`config.mk`:
```
export PLATFORM = sky130hd
export DESIGN_NAME = frame_feeder
export DESIGN_NICKNAME = d
export VERILOG_FILES = /design/src/rtl/frame_feeder_pkg.sv /design/src/rtl/feed_skid.sv /design/src/rtl/frame_feeder.sv
export SDC_FILE = /design/constraint.sdc
export NUM_CORES = 1
export LEC_CHECK = 0
export ABC_AREA = 1
export CAP_MARGIN = 20
export CORE_ASPECT_RATIO = 1.1
export CORE_MARGIN = 1.5
export CORE_UTILIZATION = 35
export CTS_CLUSTER_SIZE = 24
export DETAILED_ROUTE_END_ITERATION = 10
export PLACE_DENSITY = 0.55
export SETUP_SLACK_MARGIN = 0.05
export SYNTH_ARGS = -nofsm -noshare
export SYNTH_HDL_FRONTEND = slang
export SYNTH_SLANG_ARGS = --single-unit
```
`constraint.sdc`:
```
create_clock -name clk -period 3.65 [get_ports clk]
set_clock_uncertainty 0.1 [all_clocks]
set_input_delay 0.73 -clock clk [delete_from_list [all_inputs] [get_ports clk]]
set_output_delay 0.73 -clock clk [all_outputs]
set_load 0.01 [all_outputs]
```
`src/rtl/frame_feeder_pkg.sv`:
```
// Shared definitions for the image sample stream: FSM encoding and default image geometry.
// The state encoding is also used by the downstream sample gate.
package frame_feeder_pkg;

    localparam int IMG_DIM = 28;
    localparam int IMG_NUM = IMG_DIM * IMG_DIM;

    typedef enum logic [1:0] {
        IDLE   = 2'd0,
        STREAM = 2'd1,
        DONE   = 2'd2
    } feed_state_t;

endpackage

```
`src/rtl/feed_skid.sv`:
```
// Two-entry output buffer between the pixel memory and the stream output.
// The head entry drives the stream; a push while full is ignored unless a pop frees a slot.
module feed_skid #(
    parameter int BIT_WIDTH = 32
) (
    input  logic                 clk,
    input  logic                 clr_n,
    input  logic                 push,
    input  logic [BIT_WIDTH-1:0] push_data,
    input  logic                 pop,
    output logic [1:0]           occ,
    output logic [BIT_WIDTH-1:0] head_data,
    output logic                 head_vld
);

    logic [BIT_WIDTH-1:0] head_p2;
    logic [BIT_WIDTH-1:0] tail_p2;
    logic [1:0]           occ_p2;
    logic                 do_pop;
    logic                 do_push;

    assign do_pop  = pop && (occ_p2 != 2'd0);
    assign do_push = push && ((occ_p2 != 2'd2) || do_pop);

    // Buffer stage: head/tail slots and occupancy
    always_ff @(posedge clk) begin
        if (!clr_n) begin
            head_p2 <= '0;
            tail_p2 <= '0;
            occ_p2  <= 2'd0;
        end else begin
            case ({do_push, do_pop})
                2'b10: begin
                    if (occ_p2 == 2'd0) head_p2 <= push_data;
                    else                tail_p2 <= push_data;
                    occ_p2 <= occ_p2 + 2'd1;
                end
                2'b01: begin
                    head_p2 <= tail_p2;
                    tail_p2 <= '0;
                    occ_p2  <= occ_p2 - 2'd1;
                end
                2'b11: begin
                    if (occ_p2 == 2'd1) begin
                        head_p2 <= push_data;
                    end else begin
                        head_p2 <= tail_p2;
                        tail_p2 <= push_data;
                    end
                end
                default: ;
            endcase
        end
    end

    assign occ       = occ_p2;
    assign head_data = head_p2;
    assign head_vld  = (occ_p2 != 2'd0);

endmodule

```
`src/rtl/frame_feeder.sv`:
```
// Streams NUM samples of one image out of a synchronous-read pixel memory,
// honouring a downstream hold and flagging done once the last sample has transferred.
module frame_feeder
    import frame_feeder_pkg::*;
#(
    parameter int BIT_WIDTH  = 32,
    parameter int NUM        = IMG_NUM,
    parameter int ADDR_WIDTH = 10
) (
    input  logic                  clk,
    input  logic                  clr_n,
    input  logic                  start,
    input  logic                  hold,
    output logic                  mem_en,
    output logic [ADDR_WIDTH-1:0] mem_addr,
    input  logic [BIT_WIDTH-1:0]  mem_data,
    output logic [BIT_WIDTH-1:0]  out,
    output logic                  ready,
    output logic                  busy,
    output logic                  done
);

    localparam logic [ADDR_WIDTH:0] NUM_W  = (ADDR_WIDTH+1)'(NUM);
    localparam logic [ADDR_WIDTH:0] LAST_W = (ADDR_WIDTH+1)'(NUM - 1);

    feed_state_t          state_q;
    feed_state_t          state_d;
    logic [ADDR_WIDTH:0]  rd_cnt;
    logic [ADDR_WIDTH:0]  sent_cnt;
    logic                 vld_p1;
    logic [1:0]           occ;
    logic [BIT_WIDTH-1:0] head_data;
    logic                 head_vld;
    logic                 xfer;
    logic [2:0]           pending;

    always_comb begin
        state_d  = state_q;
        busy     = (state_q == STREAM);
        done     = (state_q == DONE);
        ready    = busy && head_vld;
        out      = ready ? head_data : '0;
        xfer     = ready && !hold;
        // Slots already claimed once this cycle's transfer has left the buffer
        pending  = {1'b0, occ} + {2'b0, vld_p1} - {2'b0, xfer};
        mem_en   = busy && (rd_cnt < NUM_W) && (pending < 3'd2);
        mem_addr = rd_cnt[ADDR_WIDTH-1:0];
        case (state_q)
            IDLE, DONE: if (start) state_d = STREAM;
            STREAM:     if (xfer && (sent_cnt == LAST_W)) state_d = DONE;
            default:    state_d = IDLE;
        endcase
    end

    always_ff @(posedge clk) begin
        if (!clr_n) state_q <= IDLE;
        else        state_q <= state_d;
    end

    // Read stage: vld_p1 marks memory data arriving this cycle
    always_ff @(posedge clk) begin
        if (!clr_n) begin
            rd_cnt   <= '0;
            sent_cnt <= '0;
            vld_p1   <= 1'b0;
        end else begin
            vld_p1 <= mem_en;
            if ((state_q != STREAM) && start) begin
                rd_cnt   <= '0;
                sent_cnt <= '0;
            end else begin
                if (mem_en) rd_cnt   <= rd_cnt + 1'b1;
                if (xfer)   sent_cnt <= sent_cnt + 1'b1;
            end
        end
    end

    feed_skid #(
        .BIT_WIDTH(BIT_WIDTH)
    ) u_skid (
        .clk      (clk),
        .clr_n    (clr_n),
        .push     (vld_p1),
        .push_data(mem_data),
        .pop      (xfer),
        .occ      (occ),
        .head_data(head_data),
        .head_vld (head_vld)
    );

endmodule

```
Yosys cells after proc, flatten, opt, wreduce, memory -nomap -nowiden
Index checks and enable logic that the tools add are counted.

Flip-flop bits (word level): 91. Word-level logic and storage cells: 61.

Add/subtract/negate cells: 6. Order comparisons: 2. Equal/unequal tests: 14. Mux-type cells: 11. Bitwise gates (word level): 1. Reductions and logical operators: 20.

Operator list (count): one-hot mux 32 bit (3 select lines) (2); 2-to-1 mux 32 bit (5); adder 11 x 1 -> 11 bit, second input constant (2); equality test 11 x 10 -> 1 bit, second input constant (1); < comparator 11 x 10 -> 1 bit, second input constant (1); logical AND 1 bit (8); != test 2 bit, second input constant (4); one-hot mux 2 bit (2 select lines) (2); equality test 2 x 1 -> 1 bit, second input constant (3); equality test 2 bit, second input constant (3); != test 2 x 1 -> 1 bit, second input constant (3); logical NOT 2 bit (2); 2-to-1 mux 2 bit (2); AND reduction 2 bit (2); nonzero test 2 bit (2); OR reduction 2 bit (2); adder 2 x 1 -> 3 bit (1); < comparator 3 x 2 -> 1 bit, second input constant (1); AND reduction 3 bit (1); nonzero test 3 bit (1); subtractor 3 x 1 -> 3 bit (1); adder 2 x 1 -> 2 bit, second input constant (1); subtractor 2 x 1 -> 2 bit, second input constant (1); logical NOT 1 bit (1); other kinds (2) (2).

Logic depth before layout (Yosys ltp)
Depth in word-level cells: 9. Depth in mapped cells: 18.

By module
From an unflattened synthesis, not the netlist that was laid out.

Cell total of the unflattened synthesis: 772. Area, all modules: 4874.7 sq um.

By module, submodules not included: feed_skid (instances 1, cells an instance 480, area an instance 3123.0 sq um, seq. area each 1321.3 sq um); frame_feeder (instances 1, cells an instance 292, area an instance 1751.7 sq um, seq. area each 500.5 sq um).

Least setup slack after synthesis
Ideal clock, no wire load.

Path type: register -> output. Start: reg u_skid.occ_p2[1], in the netlist u_skid.occ[1]. End: out mem_en. Arrival time: 2399 ps. Required time: 2820 ps. Slack: 421 ps. Cell stages (with the launch flop): 17. Cells stage by stage: dfxtp_1 -> inv_1 -> ha_1 -> nor2_4 -> nand2_2 -> buf_4 -> inv_2 -> buf_4 -> nor2_1 -> o21ai_1 -> fa_1 -> inv_1 -> nor2_1 -> nand2_1 -> nor2_1 -> nand2_1 -> clkinv_1.

Word-level cells in the longest chain between the ends: 6. Elaborated cells between the ends (all ways): 7. Those cells by class: add/sub (2); order compare (1); reduce/logical (4).

Ends and longest elaborated chain: start: declaration (line feed_skid.sv:18) `logic [1:0] occ_p2;`; start signal: assignment (line feed_skid.sv:36) `occ_p2 <= occ_p2 + 2'd1;`; start signal: assignment (line feed_skid.sv:41) `occ_p2 <= occ_p2 - 2'd1;`; nonzero test 2 bit (line feed_skid.sv:58) `assign head_vld = (occ_p2 != 2'd0);`; logical AND 1 bit (line frame_feeder.sv:41) `ready = busy && head_vld;`; via ready (line frame_feeder.sv:18) `output logic ready,`; logical AND 1 bit (line frame_feeder.sv:43) `xfer = ready && !hold;`; subtractor 3 x 1 -> 3 bit (line frame_feeder.sv:45) `pending = {1'b0, occ} + {2'b0, vld_p1} - {2'b0, xfer};`; < comparator 3 x 2 -> 1 bit (line frame_feeder.sv:46) `mem_en = busy && (rd_cnt < NUM_W) && (pending < 3'd2);`; logical AND 1 bit (line frame_feeder.sv:46); end: declaration (line frame_feeder.sv:14) `output logic mem_en,`.

The timed path passes the listed nets, and every way through them passes these cells.

Final worst setup path
Start: in hold. End: out mem_en.

Word-level cells in the longest chain between the ends: 5.

Ends and longest elaborated chain: start: declaration (line frame_feeder.sv:13) `input logic hold,`; logical NOT 1 bit (line frame_feeder.sv:43); logical AND 1 bit (line frame_feeder.sv:43); subtractor 3 x 1 -> 3 bit (line frame_feeder.sv:45); < comparator 3 x 2 -> 1 bit (line frame_feeder.sv:46); logical AND 1 bit (line frame_feeder.sv:46).

No other way between the ends.

==> results by group <==
Clock network
  – CTS H-tree lvls: 3
  – TritonCTS sink count: 91
  – TritonCTS Buffers: 9
  – Clk buf depth: 2
  – Clk_lat worst skew: about 0.34 ns
  – Root Buffer: clkbuf_16
  – CTS tree: done
  – Hold buffers post-CTS: 0
  – Clk slew on worst S/H paths: around 0.06 ns

Power
  – PD cells: 428 nW/um^2
  – Tot Pwr: approximately 2700 uW
  – P_int: roughly 1900 uW
  – Clock power frac: between 30% and 40%
  – Sw Ratio: 29.6%
  – Max VDD drop: 0.195 mV
  – Sequential Power Share: between 40% and 50%
  – Comb pwr share: about a fifth
  – Switching power: between 700 and 800 uW
  – Leakage: roughly 0.0027 uW

Die
  – Die area: ~15000 sq um
  – Ports: 82
  – Initial Util: 35.5%
  – Die Y: 129 microns
  – Width of the die: between 100 and 150 microns
  – Site Rows: 46
  – Core area: around 14000 sq um

Detailed routing
  – DR vias/cell: around 4.5
  – Final WL: roughly 12 mm
  – DRC: 0
  – Iteration count of the initial detailed-routing pass: 4
  – Final ANT Viol Nets: 0
  – Via Count: 4759
  – Iteration-0 DRC Markers: around 250
  – Avg WL per Cell: roughly 11 microns

Timing
  – Fin crit share: a little over 90%
  – Minimum clock period: 3.41 ns
  – Setup TNS: 0 ns
  – Worst-margin pin slew: 0.689 ns
  – Setup WS post-layout: about 0.24 ns
  – Fmax achieved: roughly 290 MHz
  – Setup violators final: 0
  – RSZ-0062 raised after global routing: no
  – Fin. max-slew vios: 0
  – Hold Vio Cnt, Final: 0
  – Relative slew slack: a little over half

Place
  – DP Worst Slack: -0.220 ns
  – IO Port Bufs: 81
  – GPL Wtd Cong: roughly 0.79
  – DP HPWL: 7.74 mm

Worst setup path
  – Crit path capture: mem_en
  – CP startpoint: hold
  – R2R Path End: rd_cnt[1]
  – Req. time, crit path: roughly 2.8 ns
  – Register-to-Register Path Depth: 15
  – Critical path fanouts, max: 3
  – Setup crit start kind: input port
  – R2r startpoint: u_skid.occ[0]
  – Crit end category: primary output
  – Worst Path Class, Setup: in2out
  – Setup slack, reg-to-reg: 1.09 ns
  – Arr. time, crit path: roughly 2.6 ns

Synth
  – Syn Inst Count: between 800 and 900
  – Yosys reg bits: between 90 and 100
  – Post-Syn Area: around 5000 sq um
  – Syn Nets: about 860
  – Mapped Avg Cell Area: ~6.2 sq um
  – Netlist cell types: 26
  – Register area share after synthesis: a little over a third
  – Warnings, synthesis: 0

Cells and area
  – # nets final: between 900 and 1000
  – Antenna Cells: 0
  – Post-layout util: 43.4%
  – Share of layout cells above drive strength 1: roughly 6.3%
  – Area grow syn2layout: 22.3%

Status
  – Outcome: finished clean

Global route
  – Global Route Usage Sum: 16.6%
  – Largest net degree at the start of global routing: 65
  – Initial antenna violation count: 0
  – First-pass GRT wire length: 20.7 mm
  – Vias in the first global route: 4336
  – Total grt overflow: 0

Job
  – Max-cap violations: 0

Min path
  – Worst Hold Class: reg2reg
-- synthesized netlist by cell type --
cell,instances,area share (%)
nand2_1,208,15
nor2_1,159,12
inv_1,99,7.3
dfxtp_1,91,36
nand3_1,77,7.6
a21oi_1,52,5.1
o21ai_1,35,3.4
buf_2,16,1.6
buf_4,16,2.4
clkbuf_1,15,1.1
buf_6,11,2.4
nand4_1,8,0.98
xor2_1,7,1.2
ha_1,5,1.2
inv_2,4,0.29
nand2_2,3,0.37
nand3_2,3,0.59
nor2_2,2,0.25
and3_1,1,0.12
clkinv_1,1,0.074
fa_1,1,0.39
nand3b_1,1,0.15
nor2_4,1,0.22
o21ai_0,1,0.098
o21bai_1,1,0.15
or2_2,1,0.12
-- final cells by class --
type | instances | area, sq um
clock buffer | 10 | 239
clock inverter | 6 | 63.8
fill | 1554 | 8110
inverter | 104 | 390
multi-input combinational | 566 | 2510
sequential | 91 | 1820
tap | 192 | 240
timing repair buffer | 100 | 956
-- flip-flops by register name, indices dropped and copies added, names as in the netlist --
signal            count
u_skid.head_data     32
u_skid.tail_p2       32
vld_p1                1
u_skid.occ            2
sent_cnt             11
state_q               2
rd_cnt               11
-- what timing repair did --
action / 4_1_cts / 5_1_grt
resized for setup: 5 / 2
buffers inserted: 0 / 1
hold endpoints to repair: 0 / 0
pin swaps: 0 / 2
setup endpoints to repair: 1 / 1
-- kinds of logic (layout without fill, tap and decap cells) --
| group | count (synthesis) | count (layout) | share of synthesized area [%] |
|---|---|---|---|
| AOI/OAI and AO/OA | 89 | 89 | 8.80 |
| xor gates and xnor gates | 7 | 7 | 1.20 |
| adders and majority gates | 6 | 6 | 1.62 |
| buffers and inverters | 162 | 220 | 15.1 |
| DFF | 91 | 91 | 35.8 |
| and+or+nand+nor | 464 | 464 | 37.4 |
-- placed cells by master (no fill, tap or decap), types with 5 or more instances in the layout --
master and instances:
a21oi_1 52, buf_4 18, clkbuf_16 9, clkdlybuf4s50_1 79, dfxtp_1 91, inv_1 99, nand2_1 208, nand3_1 77
nand4_1 8, nor2_1 156, nor2_2 5, o21ai_1 35, xor2_1 7
-- critical path: stages --
cell and delay, ns:
clkdlybuf4s50_1 0.45, inv_1 0.06, nand2_2 0.10, inv_2 0.05, nor2_2 0.07, o21ai_1 0.07, fa_1 0.49, inv_1 0.04
nor2_1 0.08, nand2_1 0.07, nor2_2 0.11, nand2_1 0.08, clkinv_1 0.06, clkbuf_2 0.13
-- stage by stage --
stage          area (sq um)  std cells  hold slack [ns]
6_report               6230       1069            0.327
5_1_grt                6230       1069            0.351
3_3_place_gp           5910       1052            0.323
3_5_place_dp           5910       1052            0.321
4_1_cts                6220       1068            0.331
2_1_floorplan          5090        819            0.309
-- power by group through the flow --
stage               registers [uW]  logic, uW  clock network (uW)
floorplan                     1150        431                   0
global placement              1160        571                   0
detailed placement            1160        571                   0
CTS                           1140        575                 991
global route                  1150        663                1030
finish                        1140        566                 961
-- how the worst min path moves through the flow --
stage / startpoint / end / slack (ns) / cells after the start
after floorplan: rd_cnt[10] / rd_cnt[10] / 0.31 / 2
after global placement: rd_cnt[10] / rd_cnt[10] / 0.32 / 2
after detailed placement: rd_cnt[10] / rd_cnt[10] / 0.32 / 2
after CTS: rd_cnt[10] / rd_cnt[10] / 0.33 / 2
after global routing: rd_cnt[10] / rd_cnt[10] / 0.35 / 2
final: rd_cnt[10] / rd_cnt[10] / 0.33 / 2
-- metal layers --
layer / vias up / share of wire, % / track usage [%]
li1: 2610 / - / -
met1: 2074 / 49 / 20.8
met2: 61 / 47 / 29.1
met3: 14 / 2.4 / 2.20
met4: 0 / 1.5 / 6.67
met5: - / 0 / 0
(Power assumes the default switching activity.)
